<file path="src/rtl/dmem_arbiter.sv">
// Two-port round-robin arbiter in front of a single-cycle data memory.
// Supports lockable bursts with a starvation limit and returns a registered response one cycle after each grant.
module dmem_arbiter #(
    parameter logic [31:0] DATA_SEG_BEGIN = 32'h1000,
    parameter int unsigned MAX_BURST      = 4
) (
    input  logic        clk,
    input  logic        rst_n,
    input  logic        req0_i,
    input  logic        req1_i,
    input  logic        lock0_i,
    input  logic        lock1_i,
    input  logic [31:0] addr0_i,
    input  logic [31:0] addr1_i,
    input  logic [31:0] wdata0_i,
    input  logic [31:0] wdata1_i,
    input  logic [3:0]  wstrb0_i,
    input  logic [3:0]  wstrb1_i,
    input  logic        we0_i,
    input  logic        we1_i,
    output logic        gnt0_o,
    output logic        gnt1_o,
    output logic        rsp_valid0_o,
    output logic        rsp_valid1_o,
    output logic [31:0] rdata0_o,
    output logic [31:0] rdata1_o,
    output logic [31:0] mem_addr_o,
    output logic [31:0] mem_wdata_o,
    output logic [3:0]  mem_wstrb_o,
    output logic        mem_we_o,
    input  logic [31:0] mem_rdata_i
);

    localparam logic [7:0] BURST_LIMIT = 8'(MAX_BURST);

    if (MAX_BURST < 1 || MAX_BURST > 255 || DATA_SEG_BEGIN[1:0] != 2'b00) begin : g_param_check
        $error("dmem_arbiter: MAX_BURST must be 1..255 and DATA_SEG_BEGIN word aligned");
    end

    logic        rr_ptr_q, rr_ptr_d;
    logic        owner_q, owner_d;
    logic        owned_q, owned_d;
    logic [7:0]  burst_cnt_q, burst_cnt_d;
    logic        rsp_valid0_q, rsp_valid0_d;
    logic        rsp_valid1_q, rsp_valid1_d;
    logic [31:0] rdata0_q, rdata0_d;
    logic [31:0] rdata1_q, rdata1_d;

    logic gnt0, gnt1, forced, owner_req, other_req, lock_g;

    // Grant decision: locked owner first (unless it has hit the burst limit), then round-robin.
    always_comb begin : arbitrate
        gnt0      = 1'b0;
        gnt1      = 1'b0;
        forced    = 1'b0;
        owner_req = owner_q ? req1_i : req0_i;
        other_req = owner_q ? req0_i : req1_i;
        if (rst_n) begin
            if (owned_q && owner_req) begin
                if (other_req && burst_cnt_q == BURST_LIMIT) begin
                    forced = 1'b1;
                    gnt0   = owner_q;
                    gnt1   = ~owner_q;
                end else begin
                    gnt0 = ~owner_q;
                    gnt1 = owner_q;
                end
            end else if (req0_i && !req1_i) begin
                gnt0 = 1'b1;
            end else if (req1_i && !req0_i) begin
                gnt1 = 1'b1;
            end else if (req0_i && req1_i) begin
                gnt0 = ~rr_ptr_q;
                gnt1 = rr_ptr_q;
            end
        end
    end

    always_comb begin : mem_mux
        mem_addr_o  = '0;
        mem_wdata_o = '0;
        mem_wstrb_o = '0;
        mem_we_o    = 1'b0;
        if (gnt0) begin
            mem_addr_o  = addr0_i;
            mem_wdata_o = wdata0_i;
            mem_wstrb_o = wstrb0_i;
            mem_we_o    = we0_i;
        end else if (gnt1) begin
            mem_addr_o  = addr1_i;
            mem_wdata_o = wdata1_i;
            mem_wstrb_o = wstrb1_i;
            mem_we_o    = we1_i;
        end
    end

    always_comb begin : next_state
        rr_ptr_d     = rr_ptr_q;
        owner_d      = owner_q;
        owned_d      = owned_q;
        burst_cnt_d  = burst_cnt_q;
        rsp_valid0_d = gnt0;
        rsp_valid1_d = gnt1;
        rdata0_d     = rdata0_q;
        rdata1_d     = rdata1_q;
        lock_g       = gnt1 ? lock1_i : lock0_i;

        // An owner that stops requesting gives up its lock.
        if (owned_q && !owner_req) begin
            owned_d     = 1'b0;
            burst_cnt_d = '0;
        end

        if (gnt0 || gnt1) begin
            rr_ptr_d = ~gnt1;
            if (forced || !lock_g) begin
                owned_d     = 1'b0;
                burst_cnt_d = '0;
            end else if (owned_q && owner_q == gnt1) begin
                burst_cnt_d = (burst_cnt_q == 8'hFF) ? 8'hFF : burst_cnt_q + 8'd1;
            end else begin
                owner_d     = gnt1;
                owned_d     = 1'b1;
                burst_cnt_d = 8'd1;
            end
        end

        if (gnt0) rdata0_d = we0_i ? '0 : mem_rdata_i;
        if (gnt1) rdata1_d = we1_i ? '0 : mem_rdata_i;
    end

    always_ff @(posedge clk or negedge rst_n) begin
        if (!rst_n) begin
            rr_ptr_q     <= 1'b0;
            owner_q      <= 1'b0;
            owned_q      <= 1'b0;
            burst_cnt_q  <= '0;
            rsp_valid0_q <= 1'b0;
            rsp_valid1_q <= 1'b0;
            rdata0_q     <= '0;
            rdata1_q     <= '0;
        end else begin
            rr_ptr_q     <= rr_ptr_d;
            owner_q      <= owner_d;
            owned_q      <= owned_d;
            burst_cnt_q  <= burst_cnt_d;
            rsp_valid0_q <= rsp_valid0_d;
            rsp_valid1_q <= rsp_valid1_d;
            rdata0_q     <= rdata0_d;
            rdata1_q     <= rdata1_d;
        end
    end

    assign gnt0_o       = gnt0;
    assign gnt1_o       = gnt1;
    assign rsp_valid0_o = rsp_valid0_q;
    assign rsp_valid1_o = rsp_valid1_q;
    assign rdata0_o     = rdata0_q;
    assign rdata1_o     = rdata1_q;

endmodule

</file>
<file path="config.mk">
export PLATFORM = sky130hd
export DESIGN_NAME = dmem_arbiter
export DESIGN_NICKNAME = d
export VERILOG_FILES = /design/src/rtl/dmem_arbiter.sv
export SDC_FILE = /design/constraint.sdc
export NUM_CORES = 1
export LEC_CHECK = 0
export ABC_AREA = 1
export CELL_PAD_IN_SITES_DETAIL_PLACEMENT = 1
export CELL_PAD_IN_SITES_GLOBAL_PLACEMENT = 1
export CORE_UTILIZATION = 25
export CTS_BUF_LIST = sky130_fd_sc_hd__clkbuf_8
export CTS_CLUSTER_DIAMETER = 100
export CTS_CLUSTER_SIZE = 20
export DETAILED_ROUTE_END_ITERATION = 7
export HOLD_SLACK_MARGIN = 0.02
export PLACE_DENSITY = 0.95
export RECOVER_POWER = 100
export REMOVE_ABC_BUFFERS = 1
export SKIP_LAST_GASP = 1
export SLEW_MARGIN = 10
export SYNTH_ARGS = -nofsm -noshare
export SYNTH_HDL_FRONTEND = slang
export SYNTH_SLANG_ARGS = --single-unit
export TNS_END_PERCENT = 5
</file>
<file path="constraint.sdc">
create_clock -name clk -period 5.65 [get_ports clk]
set_clock_uncertainty 0.15 [all_clocks]
set_input_delay 1.13 -clock clk [delete_from_list [all_inputs] [get_ports clk]]
set_output_delay 1.13 -clock clk [all_outputs]
set_load 0.01 [all_outputs]
</file>
==> metrics.yaml <==
global_routing:
  overflow: 0
  grt_pass1_wl_um: 29150
  antenna_found_initial: 2
  grt_max_degree: 74
  grt_usage: 0.2116
  first_global_vias: 5408
clocking:
  cts_made_buffers: 9
  path_clk_slew_ns: 0.09
  clockRootBuffer: "clkbuf_8"
  cts_resized: 0
  post_cts_buffers: 0
  cts_sinks: 77
  tritoncts: "done"
  clock_path_buffers: 2
  h-tree-depth: 3
  clk_latency_ns: 0.36
  holdBufCountCts: 0
timing:
  slew-limit-headroom: -0.1970
  tns_ns: 0
  holdWs_ns: 0.3295
  setup_violations: 0
  worst_pin_slew_ns: 1.796
  fin_crit_sh: 0.8823
  finalCriticalPeriod_ns: 4.985
  drv_slew: 104
  hold_viol_final: 0
  rsz0062_at_grt: "false"
  fmax_ghz: 0.2006
setup_path:
  cpLargestDelayFamily: "buffers and inverters"
  cp_num_buf_inv: 5
  startpoint_type: "input port"
  cp_common_cell: "nand2_1"
  end_kind: "output pin"
  cp_cell_sequence: "dlygate4sd3_1 -> inv_1 -> o21ai_0 -> nand3_1 -> nand3_1 -> nand2_1 -> inv_2 -> buf_12 -> nand2_1 -> nand2_1 -> dlygate4sd3_1"
  reg2reg_depth: 13
  setup.worst_path.class: "input port to output pin"
  r2r-start: "burst_cnt_q[0]"
  slowest_delay_ns: 0.62
  timing.rr.end: "burst_cnt_q[3]"
  cp_max_fo: 73
  cp.required_ns: 4.37
  crit_path_top_delay_cell: "dlygate4sd3_1"
  regToRegSetupSlack_ns: 1.64
  crit_arrival_ns: 3.71
detailed_routing:
  dr_total_vias: 5110
  first_iter_violations: 157
  firstDrtPassIters: 4
  wl_met3_um: 999
  met2_length_um: 10390
  dr.max_layer_used: "met4"
  met1Wirelength_um: 7415
  detail_route.wl_per_cell_um: 17.44
  wl_um: 19380
  postRouteAntennaNets: 0
  drt-vias-per-instance: 4.599
  remaining_drc_errors: 0
pwr:
  internal-power_w: 0.001606
  pwr-share-clk: 0.144
  power.switching_w: 0.001094
  swShare: 0.4052
  p_leak_nw: 3.854
  power_density_nw_per_um2: 352.3
  seqPwrFrac: 0.322
  p_comb_frac: 0.534
  vdd_drop_max_uv: 168.2
synth:
  synth_cells: 586
  ys_warn_count: 0
  avgSynthCellArea_um2: 7.443
  ys_ff_latch: 77
  synthDistinctLibCells: 28
  synth_area_um2: 4362
  ys_seq_area_frac: 0.4418
floorplan:
  die_w_um: 134.1
  pin_count: 313
  rows: 47
  initial_core_util: 0.2593
  die_y_um: 134.1
  die-area_um2: 17980
  coreArea_um2: 16820
place:
  dp_cells: 1093
  routabilityCongestion: 0.7994
  hpwlAfterDp_um: 15250
  port_buffers: 312
cells_and_area:
  n_fill_cell: 2086
  instances_no_fill: 1111
  layout_common_cells: "307 x nand2_1, 174 x clkdlybuf4s50_1, 137 x dlygate4sd3_1"
  drive_above_1_share: 0.04049
  layout.cells.most_common: "nand2_1"
  final_nets: 1062
  area_delta_synth_final_pct: 75.73
worst_hold_path:
  hp-start: "rdata0_o[23]"
  hold_path_end: "rdata0_o[23]"
  hold_depth: 2
  min_path_type: "flop to flop"
status:
  violations: "capacitance limit, slew limit"
  status: "finished, violations left"
flow_run:
  maxCapViolCount: 2
==> stage by stage <==
| step | cell area [um2] | worst slack, ns | utilization | total power [W] |
|---|---|---|---|---|
| after floorplan | 4164 | 1.146 | - | 0.001521 |
| after global placement | 7630 | 1.009 | 0.4537 | 0.002452 |
| after detailed placement | 7630 | 0.9115 | 0.4537 | 0.002517 |
| after CTS | 7811 | 0.8862 | 0.4644 | 0.002921 |
| after global routing | 7665 | 0.4860 | 0.4557 | 0.002880 |
| final | 7665 | 0.6649 | 0.4557 | 0.002700 |
==> sequential cells by signal (all words and copies together) (netlist names) <==
| register | flops |
|---|---|
| rdata1_o | 32 |
| rr_ptr_q | 1 |
| owner_q | 1 |
| rsp_valid1_o | 1 |
| owned_q | 1 |
| rsp_valid0_o | 1 |
| burst_cnt_q | 8 |
| rdata0_o | 32 |
==> kinds of logic after synthesis <==
logic type / count (synthesis) / synth area share
adder cells (fa/ha/maj): 2 / 0.005736
AND/OR/NAND/NOR: 341 / 0.3133
buffers and inverters: 84 / 0.09094
XOR/XNOR: 1 / 0.002008
AO/OA/AOI/OAI: 81 / 0.1463
flip-flops: 77 / 0.4418
==> metal layers <==
layer  vias up  global-route usage
li1       2428                   -
met1      2465              0.2349
met2       188              0.3929
met3        29             0.03968
met4         0             0.08864
met5         -                   0
==> final cells by class <==
type / count / area (um2) / area share
tap: 220 / 275.3 / 0.03591
multi-input combinational: 425 / 1899 / 0.2478
sequential: 77 / 1927 / 0.2514
timing repair buffer: 318 / 3178 / 0.4146
clock buffer: 9 / 123.9 / 0.01616
antenna: 2 / 5.005 / 0.0006530
inverter: 53 / 198.9 / 0.02595
clock inverter: 7 / 57.56 / 0.007509
==> how the worst max path moves through the flow <==
stage / from / to / cells past startpoint
3_5_place_dp: req0_i / mem_wdata_o[24] / 11
5_1_grt: req1_i / mem_we_o / 11
3_3_place_gp: req1_i / mem_wdata_o[15] / 13
6_report: req1_i / mem_we_o / 11
2_1_floorplan: req1_i / mem_addr_o[0] / 10
4_1_cts: req0_i / mem_wdata_o[24] / 11
==> cell usage after synthesis <==
cell type | number | area [um2]
a21oi_1 | 3 | 15.01
a21oi_2 | 1 | 8.760
buf_1 | 1 | 3.750
buf_2 | 14 | 70.07
buf_4 | 3 | 22.52
buf_6 | 7 | 78.83
clkbuf_1 | 6 | 22.52
dfrtp_1 | 77 | 1927
ha_1 | 2 | 25.02
inv_1 | 50 | 187.7
inv_2 | 3 | 11.26
nand2_1 | 305 | 1145
nand2_2 | 2 | 12.51
nand3_1 | 16 | 80.08
nand3_2 | 2 | 20.02
nand3_4 | 1 | 17.52
nand4_1 | 1 | 6.260
nor2_1 | 8 | 30.03
nor2_2 | 2 | 12.51
nor2_4 | 3 | 33.78
o211ai_1 | 1 | 7.510
o21ai_0 | 11 | 55.05
o21ai_1 | 2 | 10.01
o21ai_2 | 31 | 271.5
o31ai_1 | 26 | 195.2
o31ai_2 | 6 | 75.07
or2_4 | 1 | 8.760
xnor2_1 | 1 | 8.760
==> worst register-to-register path, delay by kind of cell (launching register included) <==
kind                     cells  cell delay [ns]
adder cells (fa/ha/maj)      1             0.14
AO/OA/AOI/OAI                1             0.65
AND/OR/NAND/NOR              9             1.18
buffers and inverters        2             1.39
flip-flops                   1             0.44
==> power by group through the flow <==
stage	registers [W]	clock network [W]	logic [W]
floorplan	0.000959	0	0.000561
global placement	0.000870	0	0.00158
detailed placement	0.000888	0	0.00163
CTS	0.000879	0.000402	0.00164
global route	0.000892	0.000425	0.00156
finish	0.000869	0.000389	0.00144
Note: power is estimated with default switching activity, not from simulation.
